[config.mk]
export PLATFORM = sky130hd
export DESIGN_NAME = ecc_dec_pipe
export DESIGN_NICKNAME = d
export VERILOG_FILES = /design/src/rtl/ecc_pkg.sv /design/src/rtl/ecc_syndrome_gen.sv /design/src/rtl/ecc_dec_pipe.sv
export SDC_FILE = /design/constraint.sdc
export NUM_CORES = 1
export LEC_CHECK = 0
export CORE_MARGIN = 8
export CORE_UTILIZATION = 45
export CTS_BUF_LIST = sky130_fd_sc_hd__clkbuf_16
export DETAILED_ROUTE_END_ITERATION = 10
export PLACE_DENSITY = 0.8
export SLEW_MARGIN = 20
export SYNTH_ARGS = -nofsm -noshare
export SYNTH_HDL_FRONTEND = slang
export SYNTH_HIERARCHICAL = 1
export SYNTH_SLANG_ARGS = --single-unit
[constraint.sdc]
create_clock -name clock -period 2.7 [get_ports clock]
set_clock_uncertainty 0.1 [all_clocks]
set_input_delay 0.54 -clock clock [delete_from_list [all_inputs] [get_ports clock]]
set_output_delay 0.54 -clock clock [all_outputs]
set_load 0.02 [all_outputs]
[src/rtl/ecc_pkg.sv]
// Shared ECC constants and helpers for the Hamming+overall-parity encoder/decoder pair.
package ecc_pkg;

  localparam logic [1:0] ERR_NONE = 2'b00;
  localparam logic [1:0] ERR_SBE  = 2'b01;
  localparam logic [1:0] ERR_DBE  = 2'b10;
  localparam logic [1:0] ERR_CBE  = 2'b11;

  // Hamming check bits plus one overall parity bit for a given data width.
  function automatic int unsigned ecc_par_w(input int unsigned data_w);
    int unsigned res;
    res = 0;
    for (int unsigned h = 1; h < 16; h++) begin
      if (res == 0 && (32'd1 << h) >= data_w + h + 1) res = h + 1;
    end
    return res;
  endfunction

  // Codeword position of data bit idx: the idx-th non-power-of-two position from 3.
  function automatic int unsigned ecc_data_pos(input int unsigned idx);
    int unsigned cnt;
    int unsigned pos;
    cnt = 0;
    pos = 0;
    for (int unsigned p = 3; p < 256; p++) begin
      if ((p & (p - 1)) != 0) begin
        if (cnt == idx) pos = p;
        cnt++;
      end
    end
    return pos;
  endfunction

endpackage

[src/rtl/ecc_syndrome_gen.sv]
// Combinational syndrome generator; with zero check bits in, the low bits are the encoder's parity.
module ecc_syndrome_gen
  import ecc_pkg::*;
#(
  parameter int unsigned DATA_W = 32,
  parameter int unsigned PAR_W  = ecc_par_w(DATA_W)
) (
  input  logic [DATA_W-1:0] i_data,
  input  logic [PAR_W-1:0]  i_parity,
  output logic [PAR_W-1:0]  o_syndrome
);

  localparam int unsigned HAM_W = PAR_W - 1;

  logic [HAM_W-1:0] w_pos [DATA_W];

  for (genvar gi = 0; gi < DATA_W; gi++) begin : g_pos
    localparam int unsigned Pos = ecc_data_pos(gi);
    assign w_pos[gi] = HAM_W'(Pos);
  end

  always_comb begin
    o_syndrome = '0;
    for (int j = 0; j < HAM_W; j++) begin
      o_syndrome[j] = i_parity[j];
      for (int i = 0; i < DATA_W; i++) begin
        if (w_pos[i][j]) o_syndrome[j] = o_syndrome[j] ^ i_data[i];
      end
    end
    o_syndrome[PAR_W-1] = ^{i_data, i_parity};
  end

endmodule

[src/rtl/ecc_dec_pipe.sv]
// Two-stage SEC-DED decoder with saturating error counters and first-error capture.
module ecc_dec_pipe
  import ecc_pkg::*;
#(
  parameter  int unsigned DATA_W = 32,
  parameter  int unsigned CNT_W  = 16,
  localparam int unsigned PAR_W  = ecc_par_w(DATA_W)
) (
  input  logic              clock,
  input  logic              reset,
  input  logic              valid_in,
  input  logic [DATA_W-1:0] dec_in,
  input  logic [PAR_W-1:0]  parity_in,
  input  logic              ecc_en,
  input  logic              cnt_clr,
  output logic              valid_out,
  output logic [DATA_W-1:0] dec_out,
  output logic [1:0]        error,
  output logic [CNT_W-1:0]  cnt_sbe,
  output logic [CNT_W-1:0]  cnt_dbe,
  output logic [CNT_W-1:0]  cnt_cbe,
  output logic              cap_vld,
  output logic [PAR_W-1:0]  cap_syndrome,
  output logic [DATA_W-1:0] cap_data
);

  localparam int unsigned HAM_W = PAR_W - 1;

  logic [PAR_W-1:0]  w_syn;
  logic              r_s1_vld;
  logic              r_s1_ecc_en;
  logic [DATA_W-1:0] r_s1_data;
  logic [PAR_W-1:0]  r_s1_syn;

  ecc_syndrome_gen #(
    .DATA_W (DATA_W),
    .PAR_W  (PAR_W)
  ) u_syn (
    .i_data     (dec_in),
    .i_parity   (parity_in),
    .o_syndrome (w_syn)
  );

  always_ff @(posedge clock) begin
    if (reset) begin
      r_s1_vld    <= 1'b0;
      r_s1_ecc_en <= 1'b0;
      r_s1_data   <= '0;
      r_s1_syn    <= '0;
    end else begin
      r_s1_vld    <= valid_in;
      r_s1_ecc_en <= ecc_en;
      r_s1_data   <= dec_in;
      r_s1_syn    <= w_syn;
    end
  end

  logic [HAM_W-1:0]  w_low;
  logic              w_ovr;
  logic [DATA_W-1:0] w_hit;
  logic              w_low_pow2;
  logic [1:0]        w_err;
  logic [DATA_W-1:0] w_mask;
  logic [DATA_W-1:0] w_corr;

  assign w_low      = r_s1_syn[HAM_W-1:0];
  assign w_ovr      = r_s1_syn[PAR_W-1];
  // Zero also counts as "power of two" here: it flags an overall-parity-only error.
  assign w_low_pow2 = (w_low & (w_low - HAM_W'(1))) == '0;

  for (genvar gi = 0; gi < DATA_W; gi++) begin : g_hit
    localparam int unsigned Pos = ecc_data_pos(gi);
    assign w_hit[gi] = (w_low == HAM_W'(Pos));
  end

  always_comb begin
    w_err = ERR_DBE;
    if (r_s1_syn == '0)  w_err = ERR_NONE;
    else if (!w_ovr)     w_err = ERR_DBE;
    else if (w_low_pow2) w_err = ERR_CBE;
    else if (|w_hit)     w_err = ERR_SBE;
  end

  assign w_mask = (w_err == ERR_SBE) ? w_hit : '0;
  assign w_corr = r_s1_ecc_en ? (r_s1_data ^ w_mask) : r_s1_data;

  always_ff @(posedge clock) begin
    if (reset) begin
      valid_out <= 1'b0;
      dec_out   <= '0;
      error     <= ERR_NONE;
    end else begin
      valid_out <= r_s1_vld;
      if (r_s1_vld) begin
        dec_out <= w_corr;
        error   <= w_err;
      end
    end
  end

  // Clear is checked before any stage-2 update so it wins over a same-cycle event.
  always_ff @(posedge clock) begin
    if (reset || cnt_clr) begin
      cnt_sbe      <= '0;
      cnt_dbe      <= '0;
      cnt_cbe      <= '0;
      cap_vld      <= 1'b0;
      cap_syndrome <= '0;
      cap_data     <= '0;
    end else if (r_s1_vld) begin
      if (w_err == ERR_SBE && cnt_sbe != '1) cnt_sbe <= cnt_sbe + CNT_W'(1);
      if (w_err == ERR_DBE && cnt_dbe != '1) cnt_dbe <= cnt_dbe + CNT_W'(1);
      if (w_err == ERR_CBE && cnt_cbe != '1) cnt_cbe <= cnt_cbe + CNT_W'(1);
      if (w_err != ERR_NONE && !cap_vld) begin
        cap_vld      <= 1'b1;
        cap_syndrome <= r_s1_syn;
        cap_data     <= r_s1_data;
      end
    end
  end

endmodule

==> run summary, run 1 <==
### Clocking
- 0 — post-CTS repair timing setup buffer count
- 0.08 ns — clock slew seen by the registers of the worst setup and hold paths
- clkbuf_16 — root buffer cell
- 0 — # resized after CTS
- 0.43 ns — clock insertion delay at the later pin of the skew report
- 4 — total number of H-tree levels
- 164 — clock net sink count
- 2 — CTS Buffer Depth
- built — clock tree from TritonCTS
- 17 — Inserted Clock Buffers
- 0 — cts hold-fix bufs

### Floorplanning
- 167 — number of I/O pins
- 16,470 sq um — core footprint
- 145.4 um — Die Y
- 145.4 um — die extent in x
- 45.74% — effective utilization at floorplan
- 47 — num rows
- 21,130 sq um — die area

### Critical path
- r_s1_syn[3]$_SDFF_PP0_ — first element of the critical path
- register — CP endpoint kind
- 12 — maximum fanout along the worst path
- r_s1_syn[3]$_SDFF_PP0_ — critical register-to-register path startpoint
- register — startpoint class of the critical path
- 2.72 ns — data arrival time at the worst-slack endpoint
- 2.97 ns — required time of the critical path
- register to register — class of the most critical setup path

### STA
- 408.7 MHz — Fmax
- 0 — Setup violations, final
- 0 ns — final setup TNS
- 0 — final hold violation count
- 0.2535 ns — post-route worst setup slack
- 90.61% — Final Cycle Share
- false — RSZ-0062 raised after global routing
- 0.7836 ns — worst-margin pin slew
- 47.65% — Rel. slew slack
- 0 — number of pins with negative max-slew slack in the final report
- 2.447 ns — clock period minus worst slack

### Synth
- 7531 sq um — netlist area before placement
- 164 — flops & latches, synth
- 59 — number of library cell types mapped by synthesis
- 43.60% — share of the yosys chip area belonging to registers
- 855 — Syn Inst Count
- 0 — number of synthesized flops with an enable pin
- 902 — synthesized netlist net count
- 6 — count of synthesis-stage warnings from yosys
- 8.808 sq um — mean post-synth cell area
- 0% — Async S/R FF share, synth
- dfxtp_1 — flip-flop cell with the highest count after synthesis
- dfxtp_1 — cell type contributing the most total cell area after synthesis
- 43.60% — Synth top area share
- dfxtp_1 44%, xnor2_1 7.3%, nand2_1 5.9% — main area contributors after synthesis

### Pwr
- 565.8 uV — IR Drop Worst-Case VDD
- 3.346 nW — leakage
- 685.2 nW/um^2 — power density over the cells

### Routing
- 6,710 — via count
- 20,920 um — final wirelength
- 0 — number of nets with antenna violations after routing
- 446 — violation count after the first detailed-routing iteration
- 0 — # DRC
- 16.76 um — mean routed wirelength per cell
- 5.377 — vias per cell
- 5 — detailed-routing iteration count for the pre-antenna-repair pass

### Cells and area
- 33.91% — layout overhead on the synthesized area
- 1,398 — Fill cells
- 7.879% — proportion of layout cells with a drive suffix above 1
- 0 — antenna cell count
- 1,062 — final net count

### Global routing
- 6,431 — number of global-route vias before repair
- 0 — Congestion Overflow GR
- 19.59% — total routing usage reported by global routing
- 33,710 um — wire length of the first global-routing pass
- 0 — antenna violations before repair
- 67 — largest net degree at the start of global routing

### Place
- 0.03922 ns — worst setup timing slack at the placement stage
- 166 — I/O Buffers
- 15,690 um — half-perimeter wire length after detailed placement
- 0.8923 — weighted congestion reported at the end of routability-driven placement

### Flow run
- 0 — maxcap violations

### Min path
- cap_data[16]$_SDFFE_PP0P_ — startpoint of the most critical hold path
- register to register — Hold Path Class

### Run status
- complete, no violations — outcome

-- state kept, by name, indices dropped and copies added (netlist names) --
| signal | flops |
|---|---|
| cap_data | 32 |
| dec_out | 32 |
| r_s1_data | 32 |
| cnt_cbe | 16 |
| cnt_dbe | 16 |
| cnt_sbe | 16 |
| cap_syndrome | 7 |
| r_s1_syn | 7 |
| error | 2 |
| cap_vld | 1 |
| r_s1_ecc_en | 1 |
| r_s1_vld | 1 |
| valid_out | 1 |
-- final timing paths --
kind	slack [ns]	end	cells past startpoint
worst min register to register	0.35	cap_data[16]$_SDFFE_PP0P_	2
worst max register to register	0.25	cnt_cbe[4]$_SDFFE_PP0P_	6
worst max-delay path	0.25	cnt_cbe[4]$_SDFFE_PP0P_	6
worst min-delay path	0.35	cap_data[16]$_SDFFE_PP0P_	2
-- cell usage in the layout (no fill, tap or decap), drive strengths merged, types with 24 or more instances in the layout --
cell	count
nor2	57
xnor2	66
buf	27
dfxtp	164
clkdlybuf4s50	165
nand3	24
o21ai	27
a21oi	73
xor2	27
nor2b	42
nand2	119
or3	33
a211oi	26
-- critical path: stages, from the launching register on --
cell	delay, ns
dfxtp_1	0.45
or4_1	0.52
o22ai_1	0.29
o211ai_2	0.28
buf_4	0.25
or3_1	0.35
a21oi_1	0.15
-- metrics by stage --
| step | instances | power (mW) | hold slack [ns] | util, % | cell area [sq um] |
|---|---|---|---|---|---|
| after floorplan | 855 | 3.968 | 0.3370 | - | 7531 |
| after global placement | 1216 | 4.465 | 0.3411 | 57.42 | 9455 |
| after detailed placement | 1216 | 4.492 | 0.3454 | 57.42 | 9455 |
| after CTS | 1248 | 6.938 | 0.3564 | 61.22 | 10080 |
| after global routing | 1248 | 7.199 | 0.3788 | 61.25 | 10080 |
| final | 1248 | 6.910 | 0.3539 | 61.25 | 10080 |
-- final cells by class --
class                      instances  area, sq um  share of cell area, %
tap                              220        275.3                  2.730
clock buffer                      17        425.4                  4.218
inverter                           5        18.77                 0.1861
multi-input combinational        635         3993                  39.59
sequential                       164         3284                  32.57
clock inverter                    15        198.9                  1.973
timing repair buffer             192         1889                  18.73
-- cell families (layout without fill, tap and decap cells) --
kind of cell | count (synthesis) | in the layout | synth area share (%)
simple gates | 356 | 356 | 23.81
compound gates | 170 | 170 | 14.82
flops | 164 | 164 | 43.60
xor+xnor | 98 | 98 | 12.73
buf+inv | 56 | 229 | 3.489
mux | 7 | 7 | 0.9304
fa+ha+maj | 4 | 4 | 0.6314
-- cells in the mapped netlist, types with 2 or more instances --
library cell,instances
o31ai_1,12
dfxtp_1,164
o21ai_0,24
a21o_1,2
nand2b_1,6
xnor2_2,3
clkbuf_1,33
or4_4,2
buf_2,9
buf_6,4
nand3_1,24
a31o_2,2
and2_1,4
mux2i_1,7
buf_4,3
and4_1,2
ha_1,3
xnor2_1,63
xor2_1,26
a41o_1,2
o21ai_1,3
nor3b_1,2
or3_1,33
nor2_1,57
or2_2,4
o211ai_2,2
a21oi_1,73
nand2_1,119
nor4_1,7
xnor3_1,4
nor2b_1,42
nand4_1,14
a31oi_1,3
buf_1,2
nor3_1,11
inv_1,5
nand3b_1,4
a311oi_1,9
or4_1,14
and3_1,9
a211oi_1,25
-- where the power goes --
part           switching (mW)  total, mW  leakage [nW]  internal [mW]
Combinational           0.948       1.71          1.70          0.763
Sequential              0.189       2.74          1.34           2.55
Clock                    1.19       2.46         0.301           1.27
-- layer usage --
metal | part of all wire [%] | up-vias | wire (um) | global-route usage, %
met5 | 0 | - | 0 | 0
met4 | 1.6 | 0 | 327 | 6.195
met3 | 7.0 | 27 | 1458 | 6.250
met2 | 50 | 205 | 10390 | 33.76
met1 | 42 | 3162 | 8743 | 22.67
li1 | - | 3316 | - | -
No activity file was read; power rests on OpenSTA's default activity.
==> inputs of run 2 (changes only) <==
- ABC_AREA: not set -> 1
- GPL_ROUTABILITY_DRIVEN: not set -> 0
- PLACE_DENSITY: 0.8 -> 0.78
==> run 2 against run 1 <==
Synthesized cell count up 59%. Global-route usage is 1.5 points higher. Power is 1.2% higher. Synthesized area up 21%. First-iteration DRC count rose by 57%. Cell count increased by 44%. Routed wire length up 27%. Largest cell class unchanged.
==> run summary, run 2 <==
### Synth
- 0 — number of synthesized flops with an enable pin, unchanged
- 164 — flops & latches, synth, unchanged
- 0% — Async S/R FF share, synth, unchanged
- dfxtp_1 — cell type contributing the most total cell area after synthesis
- 36.15% — share of the yosys chip area belonging to registers, -7.4 points
- 9082 sq um — netlist area before placement, +21%
- nand2_1 — most frequently used cell type in the post-synthesis netlist
- 296 x nand2_1, 168 x nor2_1, 165 x inv_1 — Commonest cells post-synth
- 6.673 sq um — mean post-synth cell area, -24%
- 36.15% — Synth top area share, -7.4 points
- 6 — count of synthesis-stage warnings from yosys, unchanged
- dfxtp_1 36%, nand2_1 12%, nor2_1 6.9% — main area contributors after synthesis
- 1,361 — Syn Inst Count, +59%
- 38 — number of library cell types mapped by synthesis, -36%
- 1,408 — synthesized netlist net count, +56%
- dfxtp_1 — flip-flop cell with the highest count after synthesis

### Cells and area
- cap_data (32), dec_out (32), r_s1_data (32) — biggest regs
- nand2_1 — most common library cell in the layout ignoring fill and taps
- 1,565 — final net count, +47%
- 28.31% — layout overhead on the synthesized area
- 4903 sq um — area of the multi-input gates, +23%
- 296 x nand2_1, 166 x nor2_1, 165 x inv_1, 165 x clkdlybuf4s50_1, 164 x dfxtp_1 — commonest cells after routing, fill and taps aside
- 0 — antenna cell count, unchanged
- 3283 sq um — Reg area, about the same
- 6.536% — proportion of layout cells with a drive suffix above 1, -1.3 points
- 1,964 — Fill cells, +40%

### Routing
- 5 — detailed-routing iteration count for the pre-antenna-repair pass, unchanged
- 9,256 — via count, +38%
- 14.81 um — mean routed wirelength per cell, -12%
- 5.142 — vias per cell, -4.4%
- 0 — # DRC, unchanged
- 26,670 um — final wirelength, +27%
- 0 — number of nets with antenna violations after routing, unchanged
- 700 — violation count after the first detailed-routing iteration, +57%

### Clocking
- 164 — clock net sink count, unchanged
- built — clock tree from TritonCTS
- 17 — Inserted Clock Buffers, unchanged
- 2 — CTS Buffer Depth, unchanged
- 0.06 ns — clock slew seen by the registers of the worst setup and hold paths, -0.02 ns
- 0.42 ns — clock insertion delay at the later pin of the skew report, about the same
- 0 — cts hold-fix bufs, unchanged
- clkbuf_16 — root buffer cell
- 4 — total number of H-tree levels, unchanged

### Min path
- 2 — cell depth of the worst min-delay path, unchanged
- primary input to register — Hold Path Class

### Critical path
- register — startpoint class of the critical path
- register to register — class of the most critical setup path
- 2.91 ns — required time of the critical path, -0.06 ns
- 13 — Reg2Reg Depth, +7
- register — CP endpoint kind
- 2.65 ns — data arrival time at the worst-slack endpoint, -0.07 ns
- 35 — maximum fanout along the worst path, +23

### Floorplanning
- 158.1 um — Die Y, +8.7%
- 167 — number of I/O pins, unchanged
- 45.32% — effective utilization at floorplan, -0.41 points
- 24,980 sq um — die area, +18%
- 158.1 um — die extent in x, +8.7%
- 52 — num rows, +11%
- 20,040 sq um — core footprint, +22%

### Flow run
- 0 — maxcap violations, unchanged

### Pwr
- 599.9 nW/um^2 — power density over the cells, -12%
- 5.052 nW — leakage, +51%
- 2.426 mW — switching pwr, +4.4%
- 4.565 mW — cell-internal power, -0.45%
- 494.1 uV — IR Drop Worst-Case VDD, -13%
- 34.9% — clock network fraction of total power, -0.7 points
- 38.2% — portion of total power attributed to sequential cells, -1.4 points
- 26.9% — fraction of power consumed by combinational cells, +2.1 points
- 34.70% — switch share, +1.1 points

### STA
- 0.7057 ns — worst-margin pin slew, -0.07788 ns
- 0 — final hold violation count, unchanged
- 90.29% — Final Cycle Share, -0.32 points
- 0 ns — final setup TNS, unchanged
- 410.2 MHz — Fmax, +0.35%
- 2.438 ns — clock period minus worst slack, -0.008605 ns
- false — RSZ-0062 raised after global routing
- 0.3049 ns — worst hold margin, -0.04906 ns
- 0 — Setup violations, final, unchanged
- 52.89% — Rel. slew slack, +5.2 points
- 0 — number of pins with negative max-slew slack in the final report, unchanged

### Run status
- complete, no violations — outcome

### Global routing
- 21.05% — total routing usage reported by global routing, +1.5 points
- 53 — largest net degree at the start of global routing, -21%
- 8,726 — number of global-route vias before repair, +36%
- 0 — Congestion Overflow GR, unchanged
- 42,590 um — wire length of the first global-routing pass, +26%
- 0 — antenna violations before repair, unchanged

### Place
- 166 — I/O Buffers, unchanged
- 19,920 um — half-perimeter wire length after detailed placement, +27%

## run 2: changes by cell type after synthesis, sizes merged, moves of 35 or more
cell | before | now
nand2 | 119 | 306
o21ai | 27 | 91
xnor2 | 66 | 31
nor2 | 57 | 180
inv | 5 | 174
nand4 | 14 | 53
a21oi | 73 | 116
nand3 | 24 | 62
nor2b | 42 | 0
## run 2: path summary, 6_finish.rpt
check / from / end / slack (ns)
max: r_s1_syn[4]$_SDFF_PP0_ / cnt_sbe[6]$_SDFFE_PP0P_ / 0.26
min: reset / r_s1_data[31]$_SDFF_PP0_ / 0.30
max reg2reg: r_s1_syn[4]$_SDFF_PP0_ / cnt_sbe[6]$_SDFFE_PP0P_ / 0.26
min reg2reg: error[0]$_SDFFE_PP0P_ / error[0]$_SDFFE_PP0P_ / 0.37
## run 2: final cells by class
type / instances / share of cell area, %
clock inverters: 14 / 1.428
repair buffers: 190 / 16.08
well taps: 270 / 2.899
inverters: 176 / 5.690
clock buffers: 17 / 3.650
multi-input cells: 969 / 42.08
flip-flops and latches: 164 / 28.17
## run 2: cell families after synthesis
| kind of cell | share of synthesized area [%] |
|---|---|
| flops | 36.15 |
| fa+ha+maj | 0.4133 |
| compound gates | 11.74 |
| simple gates | 33.59 |
| xor+xnor | 8.087 |
| buf+inv | 10.03 |
## run 2: through the flow
stage	area (sq um)	utilization (%)	power, mW	worst slack (ns)	cells
floorplan	9082	-	4.020	0.5434	1361
global placement	11000	54.88	4.505	0.1906	1763
detailed placement	11000	54.88	4.557	0.1159	1763
CTS	11590	57.83	6.982	0.07078	1794
global route	11650	58.15	7.333	0.01180	1800
finish	11650	58.15	6.992	0.2621	1800
## run 2: power by group through the flow
stage | Clock [mW] | Sequential [mW] | Combinational [mW]
finish | 2.44 | 2.67 | 1.88
global placement | 0 | 2.72 | 1.79
CTS | 2.48 | 2.67 | 1.84
global route | 2.58 | 2.69 | 2.06
floorplan | 0 | 2.77 | 1.25
detailed placement | 0 | 2.72 | 1.84
## run 2: worst max-delay path, stage by stage, from the launching register on
cell	delay [ns]
dfxtp_1	0.44
inv_2	0.09
nor2_2	0.19
buf_4	0.19
nand3_1	0.10
nand2_1	0.08
nor2_1	0.04
nand2_1	0.12
nor2_4	0.07
nand2_8	0.20
nand3_2	0.23
nor2_1	0.26
nand2_1	0.07
and3_1	0.16
## run 2: per-layer routing
metal	part of all wire [%]	global-route usage [%]	vias up
met5	0	0	-
met4	1.7	5.927	0
met3	7.5	4.150	32
met2	49	37.14	331
met1	42	25.48	4255
li1	-	-	4638
## run 2: timing repair
action	CTS	global route
gates resized for setup	0	2
setup endpoints to repair	0	17
buffers inserted	0	6
==> inputs of run 3 (changes only) <==
- CTS_CLUSTER_DIAMETER: not set -> 200
- PLACE_DENSITY: 0.78 -> 0.81
- clock period: 2.7 -> 2.05 ns (I/O delays scaled with it)
==> run 3 against run 2 <==
The run now ends with setup timing left. Sequential share of layout area is 3.8 points lower. Via count grew 14%. Combinational power grew 120%. First-iteration DRC count up 34%. Global-route usage up 1.8 points. Utilization is 9.6 points higher. Die area unchanged. Register-to-register slack lost 0.61 ns. Final area rose by 16%. Routed wire length is 24% higher. Power is 53% higher. Largest power group is now combinational logic. Highest routed layer unchanged.
==> run summary, run 3 (synthesized netlist as in run 2, its figures left out) <==
### Floorplanning
- 20,040 sq um — core footprint, unchanged
- 24,980 sq um — die area, unchanged
- 158.1 um — die extent in x, unchanged
- 45.32% — effective utilization at floorplan, unchanged
- 167 — number of I/O pins, unchanged
- 52 — num rows, unchanged
- 158.1 um — Die Y, unchanged

### Cells and area
- nand2_1 — most common library cell in the layout ignoring fill and taps
- 13,570 sq um — fin area, +16%
- cap_data (32), dec_out (32), r_s1_data (32) — biggest regs
- 49.41% — layout overhead on the synthesized area
- 20.51% — proportion of layout cells with a drive suffix above 1, +14 points
- 275 x nand2_1, 165 x inv_1, 160 x nor2_1 — commonest cells after routing, fill and taps aside
- 0 — antenna cell count, unchanged
- 1,711 — final net count, +9.3%

### Critical path
- 4 — number of buffers and inverters on the critical path, +2
- 0.39 ns — largest stage delay on the critical path, -0.05 ns
- buf_6 > nor2_4 > buf_6 > nand3_2 > nand2_1 > nor2_1 > nand2_2 > nor2_4 > nand2_8 > buf_12 > buf_4 > nand4_1 > or2_0 > a21oi_1 — critical-path cell list
- 14 — Crit. path cell count, +1
- 6 — maximum fanout along the worst path, -83%
- register — CP endpoint kind
- dfxtp_4 — slowest cell on the critical path
- simple AND/OR/NAND/NOR gates — CP top delay family
- 2.66 ns — data arrival time at the worst-slack endpoint, about the same
- register to register — class of the most critical setup path
- register — startpoint class of the critical path
- 14 — Reg2Reg Depth, +1
- 2.31 ns — required time of the critical path, -0.60 ns

### STA
- true — RSZ-0062 raised after global routing
- 0.5289 ns — worst-margin pin slew, -0.1769 ns
- 0 — final hold violation count, unchanged
- 64.74% — Rel. slew slack, +12 points
- 117.2% — Final Cycle Share, +27 points
- 416.3 MHz — Fmax, +1.5%
- -0.3520 ns — post-route worst setup slack, -0.6141 ns
- 0 — number of pins with negative max-slew slack in the final report, unchanged
- 82 — Setup violations, final, +82
- 2.402 ns — clock period minus worst slack, -0.03593 ns

### Routing
- 16.95 um — mean routed wirelength per cell, +14%
- 940 — violation count after the first detailed-routing iteration, +34%
- 6 — detailed-routing iteration count for the pre-antenna-repair pass, +1
- 0 — number of nets with antenna violations after routing, unchanged
- 0 — # DRC, unchanged
- 10,550 — via count, +14%
- 33,010 um — final wirelength, +24%
- 5.419 — vias per cell, +5.4%

### Run status
- finished with violations — outcome
- setup timing — failing checks

### Global routing
- 22.88% — total routing usage reported by global routing, +1.8 points
- 0 — antenna violations before repair, unchanged
- 0 — Congestion Overflow GR, unchanged
- 9,470 — number of global-route vias before repair, +8.5%
- 43 — largest net degree at the start of global routing, -19%
- 46,040 um — wire length of the first global-routing pass, +8.1%

### Clocking
- 0.07 ns — clock slew seen by the registers of the worst setup and hold paths, about the same
- 0 — cts hold-fix bufs, unchanged
- 4 — total number of H-tree levels, unchanged
- 2 — CTS Buffer Depth, unchanged
- built — clock tree from TritonCTS
- clkbuf_16 — root buffer cell
- 17 — Inserted Clock Buffers, unchanged
- 164 — clock net sink count, unchanged
- 0.43 ns — clock insertion delay at the later pin of the skew report, about the same

### Place
- 21,070 um — half-perimeter wire length after detailed placement, +5.7%
- -0.2508 ns — worst setup timing slack at the placement stage, -0.3667 ns
- 11,920 sq um — instance area at placement, +8.4%
- 166 — I/O Buffers, unchanged

### Min path
- primary input to register — Hold Path Class
- 2 — cell depth of the worst min-delay path, unchanged

### Pwr
- 6.267 nW — leakage, +24%
- 788.6 nW/um^2 — power density over the cells, +31%
- 637.2 uV — IR Drop Worst-Case VDD, +29%

### Flow run
- 0 — maxcap violations, unchanged

## run 3: changes by cell type in the layout (fill, tap and decap cells not counted), sizes merged, moves of 2 or more
cell	change
dlygate4sd2	+4
dlymetal6s2s	+25
nor2	+3
clkdlybuf4s50	-29
bufinv	-2
clkinv	+3
buf	+140
## run 3: power by group
group | switching [mW] | internal, mW
sequential | 0.196 | 3.37
clock | 1.44 | 1.58
combinational | 2.31 | 1.80
total | 3.95 | 6.75
## run 3: final timing paths
check                             to              startpoint  slack [ns]
max reg2reg  dec_out[7]$_SDFFE_PP0P_  r_s1_syn[1]$_SDFF_PP0_       -0.35
min            error[1]$_SDFFE_PP0P_                   reset        0.14
min reg2reg    error[0]$_SDFFE_PP0P_   error[0]$_SDFFE_PP0P_        0.39
max          dec_out[7]$_SDFFE_PP0P_  r_s1_syn[1]$_SDFF_PP0_       -0.35
## run 3: layer usage
| metal | GRT usage [%] | vias to the layer above | share of wire, % |
|---|---|---|---|
| li1 | - | 4953 | - |
| met1 | 26.91 | 4836 | 37 |
| met2 | 41.10 | 625 | 50 |
| met3 | 4.122 | 136 | 9.2 |
| met4 | 7.678 | 0 | 4.0 |
| met5 | 0 | - | 0 |
## run 3: final cells by class
type	instances	area [sq um]
Fill cell	1565	6469
Multi-Input combinational cell	973	5454
Sequential cell	164	3307
Timing Repair Buffer	331	3226
Inverter	176	688.2
Clock buffer	17	425.4
Tap cell	270	337.8
Clock inverter	15	121.4
Timing Repair inverter	1	11.26
## run 3: stage by stage
stage / hold slack (ns) / std cells / TNS (ns) / power, mW / util (%)
after CTS: 0.1615 / 1921 / -7.821 / 9.817 / 63.26
after detailed placement: 0.3590 / 1877 / -9.455 / 6.579 / 59.49
final: 0.1423 / 1947 / -18.01 / 10.70 / 67.72
after global placement: 0.3567 / 1877 / -6.325 / 6.500 / 59.49
after floorplan: 0.3431 / 1361 / 0 / 5.295 / -
after global routing: 0.1621 / 1947 / -25.35 / 11.13 / 67.72
## run 3: repair_timing
item                                    in CTS  in global routing
gates resized for setup                     34                190
pin swaps                                   11                 92
endpoints found under the setup margin      85                109
cloned                                       2                  5
buffers inserted                            10                 26
